## config.mk

```make
export PLATFORM = sky130hd
export DESIGN_NAME = vga_sync_decoder
export DESIGN_NICKNAME = d
export VERILOG_FILES = /design/src/rtl/vga_pkg.sv /design/src/rtl/edge_det.sv /design/src/rtl/vga_sync_decoder.sv
export SDC_FILE = /design/constraint.sdc
export NUM_CORES = 1
export LEC_CHECK = 0
export ABC_AREA = 1
export CAP_MARGIN = 20
export CORE_MARGIN = 5
export CORE_UTILIZATION = 62
export DETAILED_ROUTE_END_ITERATION = 8
export DONT_BUFFER_PORTS = 1
export GPL_TIMING_DRIVEN = 1
export PLACE_DENSITY = 0.78
export SLEW_MARGIN = 20
export SYNTH_ARGS = -nofsm -noshare
export SYNTH_HDL_FRONTEND = slang
export SYNTH_HIERARCHICAL = 1
export SYNTH_SLANG_ARGS = --single-unit
```

## constraint.sdc

```tcl
create_clock -name pclk -period 2.51 [get_ports pclk]
set_input_delay 0 -clock pclk [delete_from_list [all_inputs] [get_ports pclk]]
set_output_delay 0 -clock pclk [all_outputs]
set_load 0.03 [all_outputs]
```

## src/rtl/vga_pkg.sv

```systemverilog
// Shared timing constants and helpers for the 1024x768@65 MHz VGA sync path.
// Lock-state encoding lives here so the bench and the decoder agree.
package vga_pkg;

    localparam int H_ACTIVE = 1024;
    localparam int H_TOTAL  = 1344;
    localparam int V_ACTIVE = 768;
    localparam int V_TOTAL  = 806;
    localparam int CNT_W    = 11;

    typedef enum logic [1:0] {
        SEARCH = 2'd0,
        ALIGN  = 2'd1,
        LOCKED = 2'd2
    } sync_state_t;

    function automatic logic [CNT_W-1:0] sat_inc(input logic [CNT_W-1:0] x);
        return (x == {CNT_W{1'b1}}) ? x : x + 1'b1;
    endfunction

endpackage

```

## src/rtl/edge_det.sv

```systemverilog
// Rise/fall pulse generator for one bit; history resets high and the
// first sample after reset is never reported as an edge.
module edge_det (
    input  logic clk,
    input  logic rst_n,
    input  logic d,
    output logic rise,
    output logic fall
);

    logic d_q;
    logic primed_q;

    always_ff @(posedge clk or negedge rst_n) begin
        if (!rst_n) begin
            d_q      <= 1'b1;
            primed_q <= 1'b0;
        end else begin
            d_q      <= d;
            primed_q <= 1'b1;
        end
    end

    assign rise = primed_q & d & ~d_q;
    assign fall = primed_q & ~d & d_q;

endmodule

```

## src/rtl/vga_sync_decoder.sv

```systemverilog
// Recovers pixel coordinates from a VGA sync/blank stream and tracks
// whether the line and frame timing match the expected mode.
module vga_sync_decoder #(
    parameter int H_ACTIVE    = 1024,
    parameter int H_TOTAL     = 1344,
    parameter int V_ACTIVE    = 768,
    parameter int LOCK_FRAMES = 2
) (
    input  logic        pclk,
    input  logic        rst_n,
    input  logic        hsync_in,
    input  logic        vsync_in,
    input  logic        hblnk_in,
    input  logic        vblnk_in,
    input  logic [11:0] rgb_in,
    output logic [10:0] hcount_out,
    output logic [10:0] vcount_out,
    output logic        de_out,
    output logic [11:0] rgb_out,
    output logic        hsync_out,
    output logic        vsync_out,
    output logic        frame_start,
    output logic        locked,
    output logic        timing_err
);

    import vga_pkg::*;

    localparam logic [10:0] H_ACT_W  = 11'(H_ACTIVE);
    localparam logic [10:0] H_TOT_W  = 11'(H_TOTAL);
    localparam logic [11:0] V_ACT_W  = 12'(V_ACTIVE);
    localparam logic [7:0]  LOCK_W   = 8'(LOCK_FRAMES);

    logic hb_rise, hb_fall;
    logic vb_rise, vb_fall;
    logic line_start;

    logic        vblank_seen;
    logic        period_valid;
    logic [10:0] period_cnt;
    logic [10:0] run_cnt;

    logic period_err, run_err, line_err, frame_err, any_err;

    sync_state_t state;
    logic [7:0]  good_cnt;

    edge_det u_hblnk_edge (
        .clk   (pclk),
        .rst_n (rst_n),
        .d     (hblnk_in),
        .rise  (hb_rise),
        .fall  (hb_fall)
    );

    edge_det u_vblnk_edge (
        .clk   (pclk),
        .rst_n (rst_n),
        .d     (vblnk_in),
        .rise  (vb_rise),
        .fall  (vb_fall)
    );

    assign line_start = hb_fall;

    always_ff @(posedge pclk or negedge rst_n) begin
        if (!rst_n) begin
            hcount_out   <= '0;
            vcount_out   <= '0;
            de_out       <= 1'b0;
            rgb_out      <= '0;
            hsync_out    <= 1'b0;
            vsync_out    <= 1'b0;
            frame_start  <= 1'b0;
            vblank_seen  <= 1'b0;
            period_valid <= 1'b0;
            period_cnt   <= '0;
            run_cnt      <= '0;
        end else begin
            hcount_out  <= line_start ? '0 : sat_inc(hcount_out);
            frame_start <= 1'b0;
            if (vblnk_in) begin
                vblank_seen <= 1'b1;
            end
            if (line_start && !vblnk_in) begin
                if (vblank_seen) begin
                    vcount_out  <= '0;
                    frame_start <= 1'b1;
                    vblank_seen <= 1'b0;
                end else begin
                    vcount_out <= sat_inc(vcount_out);
                end
            end
            de_out    <= !hblnk_in && !vblnk_in;
            rgb_out   <= (!hblnk_in && !vblnk_in) ? rgb_in : 12'h000;
            hsync_out <= hsync_in;
            vsync_out <= vsync_in;

            // period_cnt equals the line length when the next line starts
            period_cnt <= line_start ? 11'd1 : sat_inc(period_cnt);
            run_cnt    <= hblnk_in ? '0 : sat_inc(run_cnt);

            if (state == SEARCH) begin
                period_valid <= 1'b0;
            end else if (line_start) begin
                period_valid <= 1'b1;
            end
        end
    end

    assign period_err = line_start && period_valid && (period_cnt != H_TOT_W);
    assign run_err    = hb_rise && (run_cnt != H_ACT_W);
    assign line_err   = period_err || run_err;
    assign frame_err  = vb_rise && (({1'b0, vcount_out} + 12'd1) != V_ACT_W);
    assign any_err    = line_err || frame_err;

    always_ff @(posedge pclk or negedge rst_n) begin
        if (!rst_n) begin
            state      <= SEARCH;
            good_cnt   <= '0;
            locked     <= 1'b0;
            timing_err <= 1'b0;
        end else begin
            timing_err <= 1'b0;
            unique case (state)
                SEARCH: begin
                    locked <= 1'b0;
                    if (vb_fall) begin
                        state    <= ALIGN;
                        good_cnt <= '0;
                    end
                end
                ALIGN: begin
                    if (any_err) begin
                        state      <= SEARCH;
                        timing_err <= 1'b1;
                    end else if (vb_rise) begin
                        good_cnt <= good_cnt + 8'd1;
                        if (good_cnt + 8'd1 >= LOCK_W) begin
                            state  <= LOCKED;
                            locked <= 1'b1;
                        end
                    end
                end
                LOCKED: begin
                    if (any_err) begin
                        state      <= SEARCH;
                        locked     <= 1'b0;
                        timing_err <= 1'b1;
                    end
                end
                default: begin
                    state  <= SEARCH;
                    locked <= 1'b0;
                end
            endcase
        end
    end

endmodule

```

==> flow_summary.toml <==
[outcome]
outcome = "complete, no violations"

[run]
cap_viol_max_count = 0

[placement]
routabilityCongestion = 0.878
portBuffers = 0
placed_cell_area_mm2 = 0.00405
dpl.hpwl_um = 5510

[worst_hold_path]
hold_depth = 5
min_to = "state[1]$_DFFE_PN0P_"
min_from = "vblnk_in"
hold_class = "in -> reg"

[setup_path]
crit_path_max_fanout = 16
path_cells = "ha_1 -> nand3_2 -> nor2_2 -> nand3_2 -> nand2_1 -> nand2_1 -> nor2_2 -> nand4_2 -> nand2_2 -> nand2_4 -> nand2_1 -> o21ai_2"
cp_num_buf_inv = 0
r2r_end = "good_cnt[4]$_DFFE_PN0P_"
cp-start-kind = "register"
path_common_cell = "nand2_1"
regToRegSetupSlack_ps = 330
cp.arrival_ps = 2430
slowest_stage = "dfrtp_1"
endpoint_kind = "register"
required_ps = 2760
slowest_delay_ps = 590
reg2reg_depth = 12
crit_type = "reg -> reg"
rr_startpoint = "vcount_out[0]$_DFFE_PN0P_"
crit_family = "simple AND/OR/NAND/NOR gates"

[timing]
setup_viol = 0
fin_crit_sh = 0.870
hold_violations = 0
fin_tns_setup_ps = 0
rsz0062_at_grt = "no"
layout_min_cycle_time_ps = 2180
slew_viol_final = 0
skew_ps = 10.4
worst_slew_pin_slew_ps = 502
relSlewSlack = 0.665
max_freq_mhz = 458

[global_routing]
grt_pass1_vias = 3066
antenna_found_initial = 0
grt_max_degree = 79
globalRouteTotalUtil = 0.210
grt_overflow = 0
grt_pass1_wl_um = 14000

[power_and_ir_drop]
p_leak_uw = 0.00208
p_seq_frac = 0.496
pwr-share-clk = 0.282
switching_share = 0.360
pwr-share-comb = 0.222
peakVddDrop_mv = 0.593
p_int_uw = 2200
p_per_area_mw_per_mm2 = 772
p_sw_uw = 1240

[routing]
drc = 0
routed_wl_um = 7890
firstDrtPassIters = 4
wl_per_cell_um = 13.4
ant_nets = 0
drtIter0Drc = 109
num_vias = 3168
via_per_inst = 5.40

[clocking]
post_cts_buffers = 0
numCtsBuffers = 9
clockRootBuffer = "clkbuf_8"
cts_max_level = 3
worst_skew_pair.late_latency_ps = 360
cts.clk_slew.worst_paths_ps = 80
cts_buffer_depth = 2
clock_sink_count = 78
cts_tree = "built"

[floorplanning]
dieArea_mm2 = 0.00810
die_h_um = 90.0
core-area_mm2 = 0.00628
start_util = 0.632
top_level_ports = 58
row_count = 29
die_width_um = 90.0

[synth]
synth_area_leaders = "dfrtp_1 48%, nand2_1 8.4%, inv_1 6.9%, nor2_1 4.9%, nand3_1 4.7%"
synth_seq_cells = 78
synth_most_common_cell = "nand2_1"
yosys.cell_types.count = 36
yosys-top-cells-count = "89 x nand2_1, 76 x dfrtp_1, 73 x inv_1, 52 x nor2_1, 37 x nand3_1"
yosysSeqAreaShare = 0.493
synth-async-reset-ratio = 1.00
synthCells = 479
synth_edf_count = 0
synth_warnings = 6
synth_flop_cell = "dfrtp_1"
synth_area_mm2 = 0.00397
synthesis.nets = 508
syn_area_per_cell_um2 = 8.28
yosys.area.top_type_share = 0.479
post-synth-top-area-cell = "dfrtp_1"

[final_layout]
drive_gt1_frac = 0.106
area_growth_pct = 12.3
finalNetCount = 534
antenna_cells = 0
design_area_mm2 = 0.00445
## cells in the final DEF, fill, tap and decap left out, drive strengths merged
cell / count
conb: 2
xor2: 8
bufinv: 1
xnor2: 3
o31ai: 2
o21a: 1
and2: 1
nor2: 58
ha: 11
nand3: 39
a211oi: 2
dfrtp: 76
clkbuf: 10
or2: 5
nand4: 9
a21oi: 13
nor4: 5
nand3b: 1
buf: 4
clkinv: 3
clkinvlp: 3
o21ai: 42
o22ai: 5
dfstp: 2
nand2: 96
inv: 74
dlygate4sd3: 17
nor3: 13
o211a: 1
a31oi: 3
## per-stage QoR
step,util,instances,hold WS (ps),worst slack [ps],total power (uW)
final,0.709,587,30.3,327,3440
after global routing,0.709,587,48.5,103,3680
after global placement,0.645,553,-294,414,2410
after detailed placement,0.645,553,-294,333,2440
after CTS,0.709,587,24.4,319,3460
after floorplan,-,479,-296,467,2310
## power groups by stage
stage / Combinational (uW) / Clock (uW) / Sequential, uW
2_1_floorplan: 624 / 0 / 1690
3_3_place_gp: 687 / 0 / 1720
3_5_place_dp: 716 / 0 / 1730
4_1_cts: 772 / 985 / 1710
5_1_grt: 895 / 1050 / 1740
6_report: 765 / 970 / 1710
## timing repair
| action | in CTS | in global routing |
|---|---|---|
| resized for setup | 0 | 0 |
| hold buffers | 18 | 0 |
| endpoints found under the hold margin | 112 | 0 |
## final cells by class
| type | instances | area (um^2) |
|---|---|---|
| clock inverters | 6 | 70.1 |
| fillers | 486 | 1820 |
| repair buffers | 21 | 220 |
| flip-flops and latches | 78 | 1950 |
| well taps | 77 | 96.3 |
| clock buffers | 10 | 138 |
| inverters | 75 | 282 |
| multi-input cells | 320 | 1690 |
## flip-flops by register name (all words and copies together) (netlist names), 2 cells and up
register,cells
vcount_out,11
hcount_out,11
period_cnt,11
state,2
good_cnt,8
run_cnt,11
rgb_out,12
## cell families after synthesis
family	share of synthesized area
buffers and inverters	0.0804
and+or+nand+nor	0.262
other	0.00189
xor gates and xnor gates	0.0243
AOI/OAI and AO/OA	0.103
adders and majority gates	0.0347
DFF	0.493
## routing by layer
| layer | wire length, um | global-route usage |
|---|---|---|
| met1 | 3450 | 0.264 |
| met2 | 3720 | 0.330 |
| met4 | 154 | 0.0732 |
| met5 | 0 | 0 |
| met3 | 572 | 0.0826 |
## worst min-delay path, cell delays in order
cell	delay, ps
nor2_1	30
o21ai_0	130
inv_1	60
nand4_1	80
nand2_1	50
## how the worst max path moves through the flow
stage	start	end	slack, ps	cells after the start
after global routing	vcount_out[0]$_DFFE_PN0P_	good_cnt[0]$_DFFE_PN0P_	100	12
after floorplan	vcount_out[1]$_DFFE_PN0P_	good_cnt[6]$_DFFE_PN0P_	470	13
final	vcount_out[0]$_DFFE_PN0P_	good_cnt[4]$_DFFE_PN0P_	330	12
after CTS	vcount_out[0]$_DFFE_PN0P_	good_cnt[4]$_DFFE_PN0P_	320	13
after detailed placement	vcount_out[0]$_DFFE_PN0P_	good_cnt[4]$_DFFE_PN0P_	330	12
after global placement	vcount_out[0]$_DFFE_PN0P_	good_cnt[3]$_DFFE_PN0P_	410	12
(Power assumes the default switching activity.)
